==> config.mk <==
export PLATFORM = sky130hd
export DESIGN_NAME = instr_fetch_sequencer
export DESIGN_NICKNAME = d
export VERILOG_FILES = /design/src/rtl/instr_fetch_sequencer.sv
export SDC_FILE = /design/constraint.sdc
export NUM_CORES = 1
export LEC_CHECK = 0
export BUFFER_PORTS_ARGS = -buffer_cell sky130_fd_sc_hd__buf_4
export CORE_ASPECT_RATIO = 1.25
export CORE_MARGIN = 2
export CORE_UTILIZATION = 52
export CTS_BUF_LIST = sky130_fd_sc_hd__clkbuf_16
export CTS_CLUSTER_SIZE = 14
export DETAILED_ROUTE_END_ITERATION = 12
export PLACE_DENSITY_LB_ADDON = 0.15
export SLEW_MARGIN = 40
export SYNTH_ARGS = -nofsm -noshare
export SYNTH_HDL_FRONTEND = slang
export SYNTH_SLANG_ARGS = --single-unit
==> constraint.sdc <==
create_clock -name clk -period 5.7 [get_ports clk]
set_clock_uncertainty 0.2 [all_clocks]
set_input_delay 0.57 -clock clk [delete_from_list [all_inputs] [get_ports clk]]
set_output_delay 0.57 -clock clk [all_outputs]
set_load 0.005 [all_outputs]
==> src/rtl/instr_fetch_sequencer.sv <==
// Fetch sequencer: walks a PC, reads instruction words over req/ack and presents each
// word to the control unit for HOLD_CYCLES clocks, with stall, end-of-window branch and halt.
module instr_fetch_sequencer #(
    parameter int ADDR_W      = 8,
    parameter int INSTR_W     = 32,
    parameter int HOLD_CYCLES = 10
) (
    input  logic               clk,
    input  logic               rst_n,
    input  logic               start,
    input  logic               stall,
    input  logic               branch_en,
    input  logic [ADDR_W-1:0]  branch_target,
    output logic               imem_req,
    output logic [ADDR_W-1:0]  imem_addr,
    input  logic [INSTR_W-1:0] imem_rdata,
    input  logic               imem_ack,
    output logic [INSTR_W-1:0] instruction_memory,
    output logic               instr_valid,
    output logic [ADDR_W-1:0]  pc,
    output logic               halt
);

    typedef enum logic [1:0] {IDLE, FETCH, HOLD, HALTED} state_t;

    localparam logic [7:0] HOLD_LAST = 8'(HOLD_CYCLES - 1);
    localparam logic [5:0] OP_HALT   = 6'b111111;

    state_t             state_q, state_d;
    logic [ADDR_W-1:0]  pc_q, pc_d;
    logic [ADDR_W-1:0]  addr_q, addr_d;
    logic               req_q, req_d;
    logic [INSTR_W-1:0] instr_q, instr_d;
    logic               valid_q, valid_d;
    logic               halt_q, halt_d;
    logic [7:0]         cnt_q, cnt_d;
    logic [ADDR_W-1:0]  next_pc;

    assign next_pc = branch_en ? branch_target : pc_q + ADDR_W'(1);

    always_comb begin
        state_d = state_q;
        pc_d    = pc_q;
        addr_d  = addr_q;
        req_d   = req_q;
        instr_d = instr_q;
        valid_d = valid_q;
        halt_d  = halt_q;
        cnt_d   = cnt_q;
        case (state_q)
            IDLE: begin
                if (start) begin
                    state_d = FETCH;
                    req_d   = 1'b1;
                    addr_d  = pc_q;
                end
            end
            FETCH: begin
                if (imem_ack) begin
                    req_d   = 1'b0;
                    instr_d = imem_rdata;
                    if (imem_rdata[INSTR_W-1 -: 6] == OP_HALT) begin
                        state_d = HALTED;
                        halt_d  = 1'b1;
                    end else begin
                        state_d = HOLD;
                        valid_d = 1'b1;
                        cnt_d   = HOLD_LAST;
                    end
                end
            end
            HOLD: begin
                // countdown freezes entirely while stalled; branch only matters on the final edge
                if (!stall) begin
                    if (cnt_q != 8'd0) begin
                        cnt_d = cnt_q - 8'd1;
                    end else begin
                        valid_d = 1'b0;
                        pc_d    = next_pc;
                        addr_d  = next_pc;
                        req_d   = 1'b1;
                        state_d = FETCH;
                    end
                end
            end
            HALTED: ;
            default: state_d = IDLE;
        endcase
    end

    always_ff @(posedge clk) begin
        if (!rst_n) begin
            state_q <= IDLE;
            pc_q    <= '0;
            addr_q  <= '0;
            req_q   <= 1'b0;
            instr_q <= '0;
            valid_q <= 1'b0;
            halt_q  <= 1'b0;
            cnt_q   <= 8'd0;
        end else begin
            state_q <= state_d;
            pc_q    <= pc_d;
            addr_q  <= addr_d;
            req_q   <= req_d;
            instr_q <= instr_d;
            valid_q <= valid_d;
            halt_q  <= halt_d;
            cnt_q   <= cnt_d;
        end
    end

    assign imem_req           = req_q;
    assign imem_addr          = addr_q;
    assign instruction_memory = instr_q;
    assign instr_valid        = valid_q;
    assign pc                 = pc_q;
    assign halt               = halt_q;

endmodule

==> impl_metrics.tcl <==
set metrics [dict create \
    status "finished, final reports clean" \
    h-tree-depth 3 \
    worstSetupPathType "reg2reg" \
    grt.total_usage_pct 26.16 \
    grt_pass1_wl_um 12570 \
    die_area_um2 5976 \
    cts_hold_buf 0 \
    ys_ff_latch 61 \
    start_util_pct 54.59 \
    grt_pass1_vias 2715 \
    min_period_ns 2.487 \
    portBuffers 96 \
    crit_path_max_incr_delay_ns 0.62 \
    path_delay_family "simple AND/OR/NAND/NOR gates" \
    syn_area_um2 2793 \
    drcViolationCount 0 \
    layout_commonest_cell "buf_4" \
    nNetsFinal 489 \
    postCtsResizedCells 0 \
    cts-root-buf "clkbuf_16" \
    rsz0062_at_grt "false" \
    ir_worst_vdd_v 0.0002231 \
    synth_edf_count 0 \
    final_cell_mix "buf_4, nand2_1, dfxtp_1" \
    dp_hpwl_um 5209 \
    first_pass_iters 5 \
    drv_slew 0 \
    syn_inst 353 \
    cts.clk_slew.worst_paths_ns 0.05 \
    startpoint_type "flip-flop" \
    final_util_pct 74.17 \
    final-hold-violation-count 0 \
    worst_path_max_delay_cell "dfxtp_1" \
    yosysWarningCount 0 \
    drtIter0Drc 219 \
    drive_above_1_share_pct 27.70 \
    wl_per_cell_um 15.50 \
    p_leak_nw 1.549 \
    ys_seq_area_share_pct 43.73 \
    clockBufferDepth 2 \
    cp.required_ns 5.73 \
    crit_fanout 36 \
    path_buf_inv 1 \
    setup_violations 0 \
    cts-buffers-inserted 9 \
    synth_nets 402 \
    cts_tree "yes" \
    synthArstFlopShare_pct 0 \
    whs_ns 0.2518 \
    setup-tns-final_ns 0 \
    diodes 0 \
    synth.avg_cell_area_um2 7.911 \
    fmax_ghz 0.4021 \
    area_growth_pct 35.89 \
    endpoint_kind "flip-flop" \
    die_h_um 85.94 \
    ant_nets 0 \
    gp_congestion 0.9417 \
    cp.arrival_ns 2.52 \
    grt_remaining_overflow 0 \
    fin_crit_sh_pct 43.63 \
    grt_start_max_net_pins 49 \
    synthFlopType "dfxtp_1" \
    clkSinkCount 61 \
    routed_wl_um 7842 \
    coreArea_um2 5116 \
    max_cap_viol_count 0 \
    num_rows 29 \
    antenna_found_initial 0 \
    cts_setup_buffers 0 \
    hold_class "reg2reg" \
    vias 2977 \
    tightest_slew_ns 0.7479 \
    fp.dieW_um 69.55 \
    path_cells "and3b_1, buf_4, o32ai_2, or4_1, a31oi_1" \
    io_pins 97 \
    power_density_nw_per_um2 308.1 \
    ys_types 55 \
    drt-vias-per-instance 5.883 \
    relSlewSlack_pct 50.14 \
    clk-insertion-delay-late_ns 0.33 \
]
-- where the power goes --
group / switching, W / total [W] / internal, W
sequential: 0.0000225 / 0.000473 / 0.000450
combinational: 0.0000990 / 0.000182 / 0.0000827
clock: 0.000184 / 0.000515 / 0.000331
total: 0.000305 / 0.00117 / 0.000864
-- worst min-delay path, stage by stage (launching register included) --
cell and delay, ns:
dfxtp_1 0.30, nand2_1 0.05, a21oi_1 0.05
-- registers in the layout, indices dropped and copies added (netlist names) --
register	count
pc	8
cnt_q	8
halt	1
instr_valid	1
imem_req	1
imem_addr	8
state_q	2
instruction_memory	32
-- stage by stage --
stage / total power, W / instance area (µm²) / setup slack (ns) / std cells
after floorplan: 0.0005830 / 2793 / 3.720 / 353
after global placement: 0.0006511 / 3500 / 3.152 / 491
after detailed placement: 0.0006583 / 3512 / 3.269 / 491
after CTS: 0.001174 / 3794 / 3.261 / 506
after global routing: 0.001218 / 3795 / 3.041 / 506
final: 0.001169 / 3795 / 3.213 / 506
-- synthesized netlist by cell type (2+ instances only) --
cell,number,area [µm²]
a21oi_1,55,275.3
clkbuf_1,16,60.06
o21ai_1,13,65.06
buf_6,2,22.52
o21ai_0,7,35.03
nor3_1,6,30.03
nand3_1,12,60.06
mux2i_1,3,30.03
nand3b_1,2,15.01
nand2_1,87,326.6
ha_1,3,37.54
o41ai_1,3,26.28
nand4_1,3,18.77
nand2b_1,7,43.79
a31oi_1,4,25.02
nor3b_1,2,15.01
o31ai_1,7,52.55
or4_1,4,30.03
nor3_4,2,32.53
dfxtp_1,61,1221
a21bo_1,2,20.02
inv_1,5,18.77
o32ai_1,2,17.52
o211ai_1,2,15.01
nor2_1,12,45.04
inv_2,2,7.510
-- path summary, 6_finish.rpt --
kind                                             from                                  end  slack [ns]  cells past startpoint
setup / recovery              state_q[0]$_SDFFE_PN0P_                cnt_q[3]$_SDFFE_PN0P_        3.21                      5
hold reg to reg   instruction_memory[24]$_SDFFE_PN0N_  instruction_memory[24]$_SDFFE_PN0N_        0.25                      2
setup reg to reg              state_q[0]$_SDFFE_PN0P_                cnt_q[3]$_SDFFE_PN0P_        3.21                      5
hold / removal    instruction_memory[24]$_SDFFE_PN0N_  instruction_memory[24]$_SDFFE_PN0N_        0.25                      2
-- cells by family (layout without fill, tap and decap cells) --
| group | count (synthesis) | in the layout | synth area share [%] |
|---|---|---|---|
| buffers and inverters | 28 | 119 | 4.480 |
| flip-flops | 61 | 61 | 43.73 |
| AND/OR/NAND/NOR | 150 | 150 | 26.12 |
| adder cells (fa/ha/maj) | 3 | 3 | 1.344 |
| AO/OA/AOI/OAI | 108 | 108 | 23.25 |
| multiplexers | 3 | 3 | 1.075 |
-- layout make-up --
class	instances	area (µm²)
multi-input combinational	264	1459
fill	416	1321
sequential	61	1221
timing repair buffer	97	728.2
clock buffer	9	225.2
tap	62	77.57
clock inverter	6	56.30
inverter	7	27.53
-- routing by layer --
layer | global-route usage, % | vias to the layer above | part of all wire [%]
met5 | 0 | - | 0
met4 | 13.19 | 0 | 2.5
met3 | 4.700 | 22 | 7.2
met2 | 45.28 | 137 | 52
met1 | 31.11 | 1392 | 39
li1 | - | 1426 | -
Power figures use the tool's default switching activity.
